--- src/rtl/pcie_tlp_pkg.sv ---
// pcie_tlp_pkg: 64-bit AXI-stream RX typedefs, TLP fmt/type codes, the decoded
// PIO request record and the RX engine state encoding.
// Optional feature macro: PIO_RX_64BIT_ADDR_EN (4DW MemRd64/MemWr64 support).
package pcie_tlp_pkg;

    typedef logic        PCIE_TVALID64;
    typedef logic        PCIE_TREADY64;
    typedef logic        PCIE_TLAST64;
    typedef logic [7:0]  PCIE_TKEEP64;
    typedef logic [63:0] PCIE_TDATA64;
    typedef logic [21:0] PCIE_TUSER64_RX;

    localparam logic [6:0] FT_MRD32 = 7'h00;
    localparam logic [6:0] FT_MWR32 = 7'h40;
    localparam logic [6:0] FT_MRD64 = 7'h20;
    localparam logic [6:0] FT_MWR64 = 7'h60;

    typedef struct packed {
        logic        wr;
        logic [31:0] addr;
        logic [9:0]  len;
        logic [15:0] rid;
        logic [7:0]  tag;
        logic [3:0]  be;
        logic [31:0] data;
        logic [6:0]  bar;
    } pio_req_t;

    typedef enum logic [2:0] {
        IDLE  = 3'd0,
        HDR1  = 3'd1,
`ifdef PIO_RX_64BIT_ADDR_EN
        HDR2  = 3'd2,
`endif
        DRAIN = 3'd3,
        HOLD  = 3'd4
    } pio_rx_state_t;

endpackage

--- src/rtl/pio_rx_engine.sv ---
// pio_rx_engine: decodes MemRd/MemWr TLPs from a 64-bit AXI-stream RX port into
// a single held request; unsupported or malformed TLPs are drained and counted.
// Optional feature macro: PIO_RX_64BIT_ADDR_EN (adds 4DW requests and HDR2).
module pio_rx_engine
    import pcie_tlp_pkg::*;
(
    input  logic           pcie_clk,
    input  logic           sys_rst_n,
    input  PCIE_TVALID64   pcie_rx_tvalid,
    output PCIE_TREADY64   pcie_rx_tready,
    input  PCIE_TLAST64    pcie_rx_tlast,
    input  PCIE_TKEEP64    pcie_rx_tkeep,
    input  PCIE_TDATA64    pcie_rx_tdata,
    input  PCIE_TUSER64_RX pcie_rx_tuser,
    output logic           req_valid,
    input  logic           req_ready,
    output logic           req_wr,
    output logic [31:0]    req_addr,
    output logic [9:0]     req_len,
    output logic [15:0]    req_rid,
    output logic [7:0]     req_tag,
    output logic [3:0]     req_be,
    output logic [31:0]    req_data,
    output logic [6:0]     req_bar,
    output logic [15:0]    drop_cnt
);

    pio_rx_state_t state, state_nxt;
    pio_req_t      req_q, req_nxt;
    logic          hdr_4dw_q, hdr_4dw_nxt;
    logic          tready_q;
    logic [15:0]   drop_q;
    logic          drop_inc;
    logic          beat;
    logic [6:0]    fmt_type;
    logic [9:0]    hdr_len;
    logic          supported;
    logic          unused_ok;

    function automatic logic [15:0] sat_inc(input logic [15:0] v);
        return (v == 16'hFFFF) ? v : v + 16'd1;
    endfunction

    assign beat     = pcie_rx_tvalid & tready_q;
    assign fmt_type = pcie_rx_tdata[30:24];
    assign hdr_len  = pcie_rx_tdata[9:0];

    // Byte enables and the remaining sideband/header bits carry nothing this engine needs.
    assign unused_ok = ^{pcie_rx_tkeep, pcie_rx_tuser[21:9], pcie_rx_tuser[1:0],
                         pcie_rx_tdata[39:36], pcie_rx_tdata[31], pcie_rx_tdata[23:10]};

    // Classify a beat-0 header; writes are only served as single-DW.
    always_comb begin
        supported = 1'b0;
        case (fmt_type)
            FT_MRD32: supported = 1'b1;
            FT_MWR32: supported = (hdr_len == 10'd1);
`ifdef PIO_RX_64BIT_ADDR_EN
            FT_MRD64: supported = 1'b1;
            FT_MWR64: supported = (hdr_len == 10'd1);
`endif
            default:  supported = 1'b0;
        endcase
    end

    // Next-state, request capture and drop decision.
    always_comb begin
        state_nxt   = state;
        req_nxt     = req_q;
        hdr_4dw_nxt = hdr_4dw_q;
        drop_inc    = 1'b0;
        case (state)
            IDLE: begin
                if (beat) begin
                    if (pcie_rx_tlast) begin
                        drop_inc = 1'b1;
                    end else if (supported) begin
                        state_nxt   = HDR1;
                        hdr_4dw_nxt = fmt_type[5];
                        req_nxt     = '0;
                        req_nxt.wr  = fmt_type[6];
                        req_nxt.len = hdr_len;
                        req_nxt.rid = pcie_rx_tdata[63:48];
                        req_nxt.tag = pcie_rx_tdata[47:40];
                        req_nxt.be  = pcie_rx_tdata[35:32];
                        req_nxt.bar = pcie_rx_tuser[8:2];
                    end else begin
                        state_nxt = DRAIN;
                    end
                end
            end
            HDR1: begin
                if (beat) begin
                    if (!hdr_4dw_q) begin
                        if (pcie_rx_tlast) begin
                            state_nxt    = HOLD;
                            req_nxt.addr = {pcie_rx_tdata[31:2], 2'b00};
                            req_nxt.data = req_q.wr ? pcie_rx_tdata[63:32] : 32'd0;
                        end else begin
                            state_nxt = DRAIN;
                        end
                    end
`ifdef PIO_RX_64BIT_ADDR_EN
                    else if (req_q.wr) begin
                        // Write data still to come, so tlast here means a short TLP.
                        if (pcie_rx_tlast) begin
                            state_nxt = IDLE;
                            drop_inc  = 1'b1;
                        end else begin
                            state_nxt    = HDR2;
                            req_nxt.addr = {pcie_rx_tdata[63:34], 2'b00};
                        end
                    end else begin
                        if (pcie_rx_tlast) begin
                            state_nxt    = HOLD;
                            req_nxt.addr = {pcie_rx_tdata[63:34], 2'b00};
                        end else begin
                            state_nxt = DRAIN;
                        end
                    end
`else
                    else begin
                        state_nxt = DRAIN;
                    end
`endif
                end
            end
`ifdef PIO_RX_64BIT_ADDR_EN
            HDR2: begin
                if (beat) begin
                    if (pcie_rx_tlast) begin
                        state_nxt    = HOLD;
                        req_nxt.data = pcie_rx_tdata[31:0];
                    end else begin
                        state_nxt = DRAIN;
                    end
                end
            end
`endif
            DRAIN: begin
                if (beat && pcie_rx_tlast) begin
                    state_nxt = IDLE;
                    drop_inc  = 1'b1;
                end
            end
            HOLD: begin
                if (req_ready) begin
                    state_nxt = IDLE;
                end
            end
            default: state_nxt = IDLE;
        endcase
    end

    // State, request record, registered tready and saturating drop counter.
    always_ff @(posedge pcie_clk or negedge sys_rst_n) begin
        if (!sys_rst_n) begin
            state     <= IDLE;
            req_q     <= '0;
            hdr_4dw_q <= 1'b0;
            tready_q  <= 1'b0;
            drop_q    <= 16'd0;
        end else begin
            state     <= state_nxt;
            req_q     <= req_nxt;
            hdr_4dw_q <= hdr_4dw_nxt;
            tready_q  <= (state_nxt != HOLD);
            if (drop_inc) begin
                drop_q <= sat_inc(drop_q);
            end
        end
    end

    assign pcie_rx_tready = tready_q;
    assign req_valid      = (state == HOLD);
    assign req_wr         = req_q.wr;
    assign req_addr       = req_q.addr;
    assign req_len        = req_q.len;
    assign req_rid        = req_q.rid;
    assign req_tag        = req_q.tag;
    assign req_be         = req_q.be;
    assign req_data       = req_q.data;
    assign req_bar        = req_q.bar;
    assign drop_cnt       = drop_q;

endmodule

--- config.mk ---
export PLATFORM = sky130hd
export DESIGN_NAME = pio_rx_engine
export DESIGN_NICKNAME = d
export VERILOG_FILES = /design/src/rtl/pcie_tlp_pkg.sv /design/src/rtl/pio_rx_engine.sv
export SDC_FILE = /design/constraint.sdc
export NUM_CORES = 1
export LEC_CHECK = 0
export CAP_MARGIN = 40
export CORE_MARGIN = 2
export CORE_UTILIZATION = 50
export CTS_CLUSTER_DIAMETER = 50
export DETAILED_ROUTE_END_ITERATION = 12
export DONT_BUFFER_PORTS = 1
export PLACE_DENSITY = 0.72
export SLEW_MARGIN = 20
export SYNTH_ARGS = -nofsm -noshare
export SYNTH_HDL_FRONTEND = slang
export SYNTH_SLANG_ARGS = --single-unit
--- constraint.sdc ---
create_clock -name pcie_clk -period 2.4 [get_ports pcie_clk]
set_input_delay 0.48 -clock pcie_clk [delete_from_list [all_inputs] [get_ports pcie_clk]]
set_output_delay 0.48 -clock pcie_clk [all_outputs]
set_load 0.01 [all_outputs]
==> metrics.cfg <==
[routing]
wl_mm = 11.7
drc = 0
wl_per_cell_um = 20.4
drt-initial-drc-count = 222
ant_nets = 0
vias = 3356
viasPerCell = 5.87
drt-pass1-iter-count = 4

[floorplanning]
ioPinCount = 227
start_util_pct = 51.7
die_y_um = 107
die_area_um2 = 11500
die_width_um = 107
core.rowCount = 37
core_um2 = 10300

[timing]
holdWs_ps = -340
clock_skew_ps = 6.71
drv_slew = 0
finalCritPeriodShare_pct = 84.5
tightest_slew_ps = 559
rsz0062_at_grt = no
max-slew-margin-rel_pct = 62.4
worst_slack_ps = 371
period_needed_ps = 2030
setup_viol = 0
hold_viol = 129
fmax_mhz = 493
fin_setup_tns_ps = 0

[worst_setup_path]
crit_arrival_ps = 2420
cp.required_ps = 2790
end_kind = flop
worst-path-buf-inv = 1
critPathTopFamily = simple AND/OR/NAND/NOR gates
critPathSlowestCell = dfrtp_1
critical_path.cell_chain = and3b_2 -> nand2_2 -> or3_4 -> buf_4 -> mux2_4
critPathMaxStageDelay_ps = 440
critPathLaunchType = flop
crit_type = reg -> reg
critical_path.max_fanout = 27

[flow_run]
maxCapViolCount = 0

[clock_tree]
cts_buffer_depth = 2
tritoncts = built
numClockSinks = 129
cts-buffers-inserted = 17
cts_root_buf = clkbuf_8
cts_resized = 0
clk_pin_slew_worst_paths_ps = 60
htree_levels = 4
clock_latency_ps = 510
postCtsSetupBuffers = 0

[global_route]
grt_start_max_net_pins = 130
grt_pass1_vias = 3412
grt_pass1_wl_mm = 18.0
grt_antenna_before_repair = 0
grt-ovfl-total = 0
grt_use_total_pct = 20.8

[logic_synthesis]
ys_seq_elements = 129
yosys.cell_types.count = 44
synth_common_cells = 129 x dfrtp_1, 65 x nand2_1, 37 x mux2_4
synth_top_area_share_pct = 60.5
synth_area_leader_cell = dfrtp_1
ys.flop_type = dfrtp_1
synth_area_per_cell_um2 = 12.8
syn_area_um2 = 5330
synthCells = 417
synth_most_common_cell = dfrtp_1
async_reset_ff_share_pct = 100
yosysWarnings = 0
seq_area_frac_synth_pct = 60.5
synth_area_leaders = dfrtp_1 61%, mux2_4 10%, a32o_1 6.0%, nand2_1 4.6%, o21ai_0 3.2%
synth_edf_count = 0

[placed_design]
gp_congestion = 0.814
place_ws_ps = 202
hpwl_mm = 7.83
port_buffers = 0

[pwr]
leakage_nw = 2.96
max-vdd-ir-drop_uv = 645
totalPowerFinal_mw = 6.46
power_density_nw_per_um2 = 1050

[outcome]
violations = negative hold slack
status = complete, but fails checks

[worst_hold_path]
holdCritPathClass = in -> async

[final_layout]
drive_above_1_share_pct = 23.4
areaGrowthSynthToFinish_pct = 15.4
fin_nets = 523
n_antenna_cell = 0

-- worst paths after layout --
path	cells past startpoint	slack, ps	start	endpoint
min in group pcie_clk	2	90	pcie_rx_tdata[9]	req_addr[9]$_DFFE_PN0P_
max	5	370	state[1]$_DFF_PN0_	req_tag[5]$_DFFE_PN0P_
max in group asynchronous	0	2590	sys_rst_n	req_addr[31]$_DFFE_PN0P_
min reg2reg	1	520	hdr_4dw_q$_DFFE_PN0P_	hdr_4dw_q$_DFFE_PN0P_
max reg2reg	5	370	state[1]$_DFF_PN0_	req_tag[5]$_DFFE_PN0P_
min	0	-340	sys_rst_n	req_tag[6]$_DFFE_PN0P_
-- power breakdown --
| part | internal, mW | total [mW] | switching (mW) |
|---|---|---|---|
| registers | 2.53 | 3.01 | 0.480 |
| logic | 0.285 | 0.633 | 0.348 |
| clock network | 1.88 | 2.82 | 0.940 |
| total | 4.69 | 6.46 | 1.77 |
-- placed cells by master (no fill, tap or decap), types with 2 or more instances in the layout --
cell,count
a21oi_1,3
a31oi_1,2
a32o_1,32
and2_1,3
and3_1,4
and4_1,3
buf_12,2
buf_4,11
bufinv_16,5
clkbuf_16,16
clkbuf_8,4
clkinv_2,2
clkinvlp_4,2
conb_1,2
dfrtp_1,129
inv_1,3
inv_6,2
mux2_2,11
mux2_4,37
nand2_1,64
nand2_2,2
nand2b_1,2
nand3_1,9
nand4_1,3
nor2_1,11
nor3_1,2
nor3_2,2
nor4_1,4
o2111ai_1,2
o21ai_0,34
xnor2_1,11
-- area by class of cell --
class                   count  area, µm²
inverters                   3       11.3
multi-input cells         259       1960
repair buffers             13        123
clock inverters            12        201
flip-flops and latches    129       3230
fillers                   801       4170
well taps                 136        170
clock buffers              20        455
-- stage by stage --
| step | utilization [%] | cell area (µm²) | instances |
|---|---|---|---|
| 2_1_floorplan | - | 5340 | 418 |
| 3_3_place_gp | 53.2 | 5500 | 540 |
| 3_5_place_dp | 53.2 | 5500 | 540 |
| 4_1_cts | 59.6 | 6150 | 572 |
| 5_1_grt | 59.6 | 6150 | 572 |
| 6_report | 59.6 | 6150 | 572 |
-- state kept, by name (all words and copies together), names as in the netlist --
register and cells:
pcie_rx_tready 1, req_bar 7, drop_cnt 16, state 3
req_addr 30, req_be 4, req_data 32, req_rid 16
req_len 10, req_wr 1, hdr_4dw_q 1, req_tag 8
-- per-layer routing --
metal | GRT usage, % | up-vias | routed length (µm)
li1 | - | 1506 | -
met1 | 25.0 | 1680 | 4740
met2 | 33.9 | 151 | 5790
met3 | 8.05 | 19 | 958
met4 | 7.61 | 0 | 184
met5 | 0 | - | 0
-- cells by family (layout without fill, tap and decap cells) --
group / Yosys count / in the layout / share of synthesized area, %
adder cells (fa/ha/maj): 1 / 1 / 0.235
AND/OR/NAND/NOR: 118 / 118 / 10.7
XOR/XNOR: 12 / 12 / 1.97
multiplexers: 49 / 49 / 12.9
flip-flops: 129 / 129 / 60.5
AO/OA/AOI/OAI: 77 / 77 / 10.6
other: 1 / 2 / 0.0703
buffers and inverters: 30 / 48 / 2.96
No activity file was read; power rests on OpenSTA's default activity.
